File: src/rtl/blink_pkg.sv
// Shared types and defaults for the LED blink arbiter and its helpers.
package blink_pkg;

    typedef enum logic [1:0] {
        IDLE,
        ON,
        OFF,
        DONE
    } state_e;

    localparam int NUM_REQ_DEF          = 3;
    localparam int PERIOD_W_DEF         = 32;
    localparam int COUNT_W_DEF          = 8;
    localparam int BLINK_PERIOD_DEFAULT = 25_000_000;

endpackage

File: src/rtl/rr_picker.sv
// Combinational round-robin picker: first requester after last_owner_i, with wrap.
module rr_picker
    import blink_pkg::*;
#(
    parameter int NUM_REQ = NUM_REQ_DEF,
    parameter int IDX_W   = $clog2(NUM_REQ)
) (
    input  logic [NUM_REQ-1:0] req_i,
    input  logic [IDX_W-1:0]   last_owner_i,
    output logic [NUM_REQ-1:0] win_oh_o,
    output logic [IDX_W-1:0]   win_idx_o,
    output logic               any_o
);

    int               j;
    logic [IDX_W-1:0] idx;
    logic             found;

    always_comb begin
        win_oh_o  = '0;
        win_idx_o = '0;
        found     = 1'b0;
        j         = 0;
        idx       = '0;
        // Offset 1..NUM_REQ so the previous owner is considered last.
        for (int i = 1; i <= NUM_REQ; i++) begin
            j = int'(last_owner_i) + i;
            if (j >= NUM_REQ) j = j - NUM_REQ;
            idx = IDX_W'(j);
            if (!found && req_i[idx]) begin
                found         = 1'b1;
                win_idx_o     = idx;
                win_oh_o[idx] = 1'b1;
            end
        end
        any_o = found;
    end

endmodule

File: src/rtl/blink_arbiter.sv
// Round-robin owner of the board LED: times ON/OFF bursts for the granted requester.
module blink_arbiter
    import blink_pkg::*;
#(
    parameter int NUM_REQ  = NUM_REQ_DEF,
    parameter int PERIOD_W = PERIOD_W_DEF,
    parameter int COUNT_W  = COUNT_W_DEF
) (
    input  logic                        clk,
    input  logic                        resetn,
    input  logic [NUM_REQ-1:0]          req,
    input  logic [NUM_REQ*PERIOD_W-1:0] req_period,
    input  logic [NUM_REQ*COUNT_W-1:0]  req_count,
    output logic [NUM_REQ-1:0]          grant,
    output logic [NUM_REQ-1:0]          done,
    output logic                        busy,
    output logic                        blinker
);

    localparam int IDX_W = $clog2(NUM_REQ);

    state_e               state_q;
    logic [NUM_REQ-1:0]   grant_q, done_q;
    logic                 blinker_q;
    logic [IDX_W-1:0]     owner_q, last_q;
    logic [PERIOD_W-1:0]  period_q, cnt_q;
    logic [COUNT_W-1:0]   pulses_q;

    logic [NUM_REQ-1:0]   win_oh;
    logic [IDX_W-1:0]     win_idx;
    logic                 win_any;
    logic [PERIOD_W-1:0]  per_a [NUM_REQ];
    logic [COUNT_W-1:0]   cnt_a [NUM_REQ];
    logic [PERIOD_W-1:0]  period_d;
    logic [COUNT_W-1:0]   pulses_d;
    logic                 owner_req;

    for (genvar i = 0; i < NUM_REQ; i++) begin : g_unpack
        assign per_a[i] = req_period[i*PERIOD_W +: PERIOD_W];
        assign cnt_a[i] = req_count[i*COUNT_W +: COUNT_W];
    end

    rr_picker #(.NUM_REQ(NUM_REQ), .IDX_W(IDX_W)) u_pick (
        .req_i        (req),
        .last_owner_i (last_q),
        .win_oh_o     (win_oh),
        .win_idx_o    (win_idx),
        .any_o        (win_any)
    );

    // A zero half-period would never expire cleanly; run it as one clock.
    assign period_d  = (per_a[win_idx] == '0) ? PERIOD_W'(1) : per_a[win_idx];
    assign pulses_d  = cnt_a[win_idx];
    assign owner_req = req[owner_q];

    always_ff @(posedge clk or negedge resetn) begin
        if (!resetn) begin
            state_q   <= IDLE;
            grant_q   <= '0;
            done_q    <= '0;
            blinker_q <= 1'b0;
            owner_q   <= '0;
            last_q    <= IDX_W'(NUM_REQ - 1);
            period_q  <= '0;
            cnt_q     <= '0;
            pulses_q  <= '0;
        end else begin
            case (state_q)
                IDLE: if (win_any) begin
                    grant_q  <= win_oh;
                    owner_q  <= win_idx;
                    period_q <= period_d;
                    if (pulses_d != '0) begin
                        blinker_q <= 1'b1;
                        cnt_q     <= period_d - PERIOD_W'(1);
                        pulses_q  <= pulses_d;
                        state_q   <= ON;
                    end else begin
                        done_q  <= win_oh;
                        state_q <= DONE;
                    end
                end
                ON: if (!owner_req) begin
                    blinker_q <= 1'b0;
                    grant_q   <= '0;
                    last_q    <= owner_q;
                    state_q   <= IDLE;
                end else if (cnt_q != '0) begin
                    cnt_q <= cnt_q - PERIOD_W'(1);
                end else if (pulses_q == COUNT_W'(1)) begin
                    blinker_q <= 1'b0;
                    done_q    <= grant_q;
                    state_q   <= DONE;
                end else begin
                    blinker_q <= 1'b0;
                    pulses_q  <= pulses_q - COUNT_W'(1);
                    cnt_q     <= period_q - PERIOD_W'(1);
                    state_q   <= OFF;
                end
                OFF: if (!owner_req) begin
                    blinker_q <= 1'b0;
                    grant_q   <= '0;
                    last_q    <= owner_q;
                    state_q   <= IDLE;
                end else if (cnt_q != '0) begin
                    cnt_q <= cnt_q - PERIOD_W'(1);
                end else begin
                    blinker_q <= 1'b1;
                    cnt_q     <= period_q - PERIOD_W'(1);
                    state_q   <= ON;
                end
                DONE: begin
                    done_q  <= '0;
                    grant_q <= '0;
                    last_q  <= owner_q;
                    state_q <= IDLE;
                end
                default: state_q <= IDLE;
            endcase
        end
    end

    assign grant   = grant_q;
    assign done    = done_q;
    assign busy    = (state_q != IDLE);
    assign blinker = blinker_q;

endmodule
File: config.mk
export PLATFORM = sky130hd
export DESIGN_NAME = blink_arbiter
export DESIGN_NICKNAME = d
export VERILOG_FILES = /design/src/rtl/blink_pkg.sv /design/src/rtl/rr_picker.sv /design/src/rtl/blink_arbiter.sv
export SDC_FILE = /design/constraint.sdc
export NUM_CORES = 1
export LEC_CHECK = 0
export ABC_AREA = 1
export BUFFER_PORTS_ARGS = -buffer_cell sky130_fd_sc_hd__buf_2
export CORE_UTILIZATION = 49
export DETAILED_ROUTE_END_ITERATION = 8
export HOLD_SLACK_MARGIN = 0.15
export MAX_ROUTING_LAYER = met4
export PLACE_DENSITY = 0.7
export SETUP_SLACK_MARGIN = 0.05
export SLEW_MARGIN = 0
export SYNTH_ARGS = -nofsm -noshare
export SYNTH_HDL_FRONTEND = slang
export SYNTH_SLANG_ARGS = --single-unit
File: constraint.sdc
create_clock -name clk -period 4.1 [get_ports clk]
set_clock_uncertainty 0.1 [all_clocks]
set_input_delay 0.205 -clock clk [delete_from_list [all_inputs] [get_ports clk]]
set_output_delay 0.205 -clock clk [all_outputs]
set_load 0.02 [all_outputs]
---- Yosys cells after proc, flatten, opt, wreduce, memory -nomap -nowiden ----
Index checks and enable logic that the tools add are counted.
word-level totals
  output and inout port bits .............. 8
  input bits .............................. 125
  flip-flop bits (word level) ............. 85
  logic and storage cells ................. 147
operators by class
  bitwise logic cells ..................... 3
  mux-type cells .......................... 73
  magnitude comparators ................... 11
  add/subtract/negate cells ............... 10
  equality and inequality tests ........... 16
  reduce and logical (&&, ||, !) cells .... 25
operators by type and width
  operator                 count
  $mux W32                 10
  $pmux W32 S3             1
  $sub A32 B1 Y32 const B  3
  $bmux W32 S2             1
  $mux W8                  7
  $logic_not A32 Y1        1
  $reduce_bool A32 Y1      1
  $mux W3                  10
  $mux W2                  13
  $pmux W3 S3              2
  $reduce_and A6 Y1        3
  $mux W1                  17
  $bmux W8 S2              1
  $ne A2 B2 Y1 const B     8
  $pmux W8 S2              1
  $lt A2 B3 Y1 const B     4
  $ge A3 B2 Y1 const B     3
  $ne A3 B3 Y1 const B     3
  $bmux W1 S2              4
  $eq A8 B1 Y1 const B     1
  $pmux W2 S4              1
  $reduce_bool A8 Y1       1
  $sub A8 B1 Y8 const B    1
  $add A2 B2 Y3 const B    2
  21 further kinds         39

---- Logic depth before layout (Yosys ltp) ----
  word-level depth ........................ 22
  mapped depth ............................ 30

---- By module ----
From an unflattened synthesis, not the netlist that was laid out.
second synthesis, totals
  cells, all modules ...................... 1,103
  area total of the unflattened synthesis .. 6,957.9 um2
modules (own cells, without submodules)
  module         area each (um2)  cells an instance  times used
  blink_arbiter  6,536.3          1,045              1
  rr_picker      421.7            58                 1

---- Least setup slack after synthesis ----
OpenSTA, ideal clock, no wires.
  path kind ............................... register to register
  from .................................... register last_q[0]
  to ...................................... register cnt_q[28]
  required time ........................... 3.877 ns
  cell stages (with the launch flop) ...... 29
  buffers on the path ..................... 2
  arrival ................................. 3.492 ns
  setup time .............................. 0.123 ns
  slack ................................... 0.385 ns
  cell sequence ........................... dfrtp_1 inv_2 ha_1 buf_4 inv_4 nand2_1 nand3_1 nand2_1 nand2_1 o21bai_1 nor2_1 buf_2 nand3_1 o21ai_2 inv_1 nand2_1 nor2_1 nand2_1 nor2_1 nand2_1 nand3_2 nand2_4 ha_1 nand4_4 nor2_4 nand2_2 nor2_2 xor2_1 o21ai_1
between the ends
  word-level cells in the longest chain between the ends .. 22
  elaborated cells between the ends (all ways) .. 45
  those cells by class .................... add/sub: 7; order compare: 3; eq/ne: 2; mux: 25; bitwise: 1; reduce/logical: 7
ends and longest elaborated chain
  item                                                  RTL line              source
  start, declared                                       blink_arbiter.sv:25   logic [IDX_W-1:0] owner_q, last_q;
  start signal, assigned                                blink_arbiter.sv:63   last_q <= IDX_W'(NUM_REQ - 1);
  start signal, assigned                                blink_arbiter.sv:86   last_q <= owner_q;
  start signal, assigned                                blink_arbiter.sv:103  last_q <= owner_q;
  $add A2 B1 Y3                                         rr_picker.sv:27       j = int'(last_owner_i) + i;
  $ge A3 B2 Y1 / $sub A2 B1 Y2 (equally long branches)  rr_picker.sv:28       if (j >= NUM_REQ) j = j - NUM_REQ;
  $mux W2                                               rr_picker.sv:28
  $bmux W1 S2                                           rr_picker.sv:30       if (!found && req_i[idx]) begin
  $mux W1 (implied by the code)                         rr_picker.sv:30
  $mux W1                                               rr_picker.sv:30
  $logic_not A1 Y1                                      rr_picker.sv:30
  $logic_and A1 B1 Y1                                   rr_picker.sv:30
  (+5 left out)                                         n/a
  $bmux W32 S2                                          blink_arbiter.sv:52   assign period_d = (per_a[win_idx] == '0) ? PERIOD_W'(1) : per_a[win_idx];
  $mux W32 (implied by the code) (2 in series)          blink_arbiter.sv:52
  $logic_not A32 Y1                                     blink_arbiter.sv:52
  $mux W32                                              blink_arbiter.sv:52
  $sub A32 B1 Y32                                       blink_arbiter.sv:75   cnt_q <= period_d - PERIOD_W'(1);
  $mux W32                                              blink_arbiter.sv:73   if (pulses_d != '0) begin
  $mux W32                                              blink_arbiter.sv:69   IDLE: if (win_any) begin
  $pmux W32 S3                                          blink_arbiter.sv:68   case (state_q)
  end signal, assigned                                  blink_arbiter.sv:75
  end signal, assigned                                  blink_arbiter.sv:89   cnt_q <= cnt_q - PERIOD_W'(1);
  end signal, assigned                                  blink_arbiter.sv:97   cnt_q <= period_q - PERIOD_W'(1);
  end, declared                                         blink_arbiter.sv:26   logic [PERIOD_W-1:0] period_q, cnt_q;
Several ways; a longest one is shown, not always the timed one. The select of a mux whose other input is x is not followed.
A chain may end at the register's enable or synchronous reset.

---- Final worst setup path ----
  from .................................... register last_q[1]
  to ...................................... register cnt_q[16]
The elaborated chain is that of the path after synthesis.

==> impl_metrics.env <==
export IMPL_outcome="complete, no violations"
export IMPL_cp_end_kind="flop"
export IMPL_cts_tree="built"
export IMPL_drt_pass1_iterations=5
export IMPL_worstMarginPinSlew_ns=0.627
export IMPL_drc=0
export IMPL_hold_class="input port to flop"
export IMPL_dieArea_sq_mm=0.0145
export IMPL_grt_pass1_vias=6792
export IMPL_fin_crit_ns=3.84
export IMPL_worstHoldPathCells=5
export IMPL_final_common_cell="nand2_1"
export IMPL_avgSynthCellArea_sq_um=6.41
export IMPL_synth_area_leaders="dfrtp_1, nand2_1, o21ai_0"
export IMPL_preCtsSetupSlack_ns=-0.130
export IMPL_grt_ovfl_total=0
export IMPL_crit_type="flop to flop"
export IMPL_final_hold_viol_count=0
export IMPL_fillerInstances=1333
export IMPL_synthDominantCellAreaShare_pct=30.5
export IMPL_final_util_pct=62.2
export IMPL_cts_sinks=85
export IMPL_htree_num_levels=3
export IMPL_setup_tns_ns=0
export IMPL_io_buffers=132
export IMPL_drive_gt1_share_pct=21.4
export IMPL_ios=133
export IMPL_synth_area_sq_mm=0.00689
export IMPL_rsz0062_at_grt="yes"
export IMPL_syn_inst=1075
export IMPL_antennaDiodeCount=0
export IMPL_synth_top_area_cell="dfrtp_1"
export IMPL_drv_slew=0
export IMPL_yosysSeqAreaShare_pct=30.9
export IMPL_maxCapViolCount=0
export IMPL_hp_start="req_period[94]"
export IMPL_die_w_microns=121
export IMPL_seqCellArea_sq_mm=0.00213
export IMPL_r2r_start="last_q[1]"
export IMPL_final_cell_mix="nand2_1, buf_2, inv_1, o21ai_0, nor2_1"
export IMPL_cts_buffer_depth=2
export IMPL_synth_warnings=0
export IMPL_critPathBufInv=6
export IMPL_min_to="period_q[30]"
export IMPL_vias=7438
export IMPL_die_h_microns=121
export IMPL_area_growth_pct=21.6
export IMPL_gp_congestion=0.969
export IMPL_cp_slowest_stage_delay_ns=0.52
export IMPL_grt_pass1_wl_microns=34100
export IMPL_critPathLaunchType="flop"
export IMPL_antenna_found_initial=0
export IMPL_worstPathArrival_ns=3.97
export IMPL_r2r_slack_ns=0.26
export IMPL_cts_reportedPaths_clkPinSlew_ns=0.06
export IMPL_num_rows=42
export IMPL_routed_wl_microns=21800
export IMPL_reg2reg_depth=27
export IMPL_core_area_sq_mm=0.0135
export IMPL_multi_input_area_sq_mm=0.00412
export IMPL_ys_ff_latch=85
export IMPL_max_slew_margin_pct=58.2
export IMPL_fin_ws_ns=0.258
export IMPL_drtAntennaViolNets=0
export IMPL_synth_fp_nets=1213
export IMPL_yosysUniqueCellTypes=45
export IMPL_drtIter0Drc=559
export IMPL_clock_latency_ns=0.36
export IMPL_root_buffer="clkbuf_16"
export IMPL_fin_nets=1353
export IMPL_hpwl_microns=16700
export IMPL_grt_util_all_layers_pct=31.3
export IMPL_wl_per_cell_microns=15.6
export IMPL_required_ns=4.23
export IMPL_critPathMaxFanout=28
export IMPL_slowest_stage="dfstp_2"
export IMPL_cp_top_family="simple AND/OR/NAND/NOR gates"
export IMPL_start_util_pct=51.2
export IMPL_grt_max_degree=61
export IMPL_max_freq_ghz=0.260
export IMPL_numCtsBuffers=9
export IMPL_timing_final_crit_share_pct=93.7
export IMPL_setup_violations_final=0
export IMPL_vias_per_cell=5.33
export IMPL_r2r_end="cnt_q[16]"
==> through the flow <==
step	instance area [sq um]	instances	hold WS (ns)
final	8370	1396	0.163
after global routing	8370	1396	0.191
after CTS	8180	1387	0.153
after detailed placement	7800	1367	0.161
after global placement	7800	1367	0.150
after floorplan	6890	1075	-0.191
==> timing repair <==
action,in CTS,in global routing
hold buffers,4,0
gates cloned,0,2
pin swaps,0,8
buffers inserted,0,7
setup endpoints to repair,10,32
hold endpoints to repair,47,0
resized for setup,5,17
==> Yosys cell counts <==
master and count:
a211o_1 3, a21o_1 1, a21oi_1 17, a31o_2 1, a31oi_1 5, buf_1 2, buf_2 17, buf_4 2
buf_6 5, clkbuf_1 17, clkinv_1 6, dfrtp_1 84, dfstp_2 1, ha_1 13, inv_1 117, inv_2 14
inv_4 1, nand2_1 356, nand2_2 9, nand2_4 4, nand3_1 80, nand3_2 2, nand3b_1 25, nand4_1 11
nand4_2 1, nand4_4 1, nor2_1 88, nor2_2 7, nor2_4 2, nor2_8 1, nor3_1 8, nor3_2 3
nor4_1 8, nor4_4 1, o211ai_1 3, o21a_1 2, o21ai_0 91, o21ai_1 23, o21ai_2 16, o21ai_4 1
o21bai_1 2, o22ai_1 1, or2_2 1, xnor2_1 9, xor2_1 13
==> state kept, by name, indices dropped and copies added, names as in the netlist <==
signal	flops
cnt_q	32
period_q	32
pulses_q	8
done	3
grant	3
last_q	2
owner_q	2
state_q	2
blinker	1
==> area by class of cell <==
cell class,count,area share (%)
Multi-Input combinational cell,809,49.2
Sequential cell,85,25.4
Timing Repair Buffer,172,12.8
Inverter,138,6.22
Clock buffer,12,2.82
Tap cell,176,2.63
Clock inverter,4,0.867
==> routing by layer <==
metal | part of all wire (%) | GRT usage, % | vias to the layer above
met5 | 0 | - | -
met4 | 3.1 | 11.6 | 0
met3 | 7.3 | 5.80 | 49
met2 | 43 | 45.0 | 337
met1 | 47 | 43.8 | 3352
li1 | - | - | 3700
==> worst max path at each step <==
| stage | from | depth (start not counted) | slack [ns] | endpoint |
|---|---|---|---|---|
| 2_1_floorplan | last_q[0] | 28 | 0.38 | cnt_q[28] |
| 3_3_place_gp | last_q[1] | 27 | -0.07 | cnt_q[26] |
| 3_5_place_dp | last_q[1] | 27 | -0.13 | cnt_q[26] |
| 4_1_cts | last_q[1] | 28 | 0.09 | cnt_q[28] |
| 5_1_grt | last_q[1] | 28 | 0.04 | cnt_q[28] |
| 6_report | last_q[1] | 27 | 0.26 | cnt_q[16] |
==> cells by family after synthesis <==
family	Yosys count	synth area share [%]
and+or+nand+nor	608	39.4
buffers and inverters	181	10.9
AOI/OAI and AO/OA	166	13.7
DFF	85	30.9
xor gates and xnor gates	22	2.80
adders and majority gates	13	2.36
==> tightest hold or removal path: cells and delay by family <==
kind                   cells  cell delay (ns)
AND/OR/NAND/NOR            2             0.14
AO/OA/AOI/OAI              1             0.07
buffers and inverters      2             0.16
Power is left out: the tool's default activity adds up to more than one toggle a clock period on the data nets, which glitch-free logic cannot reach.
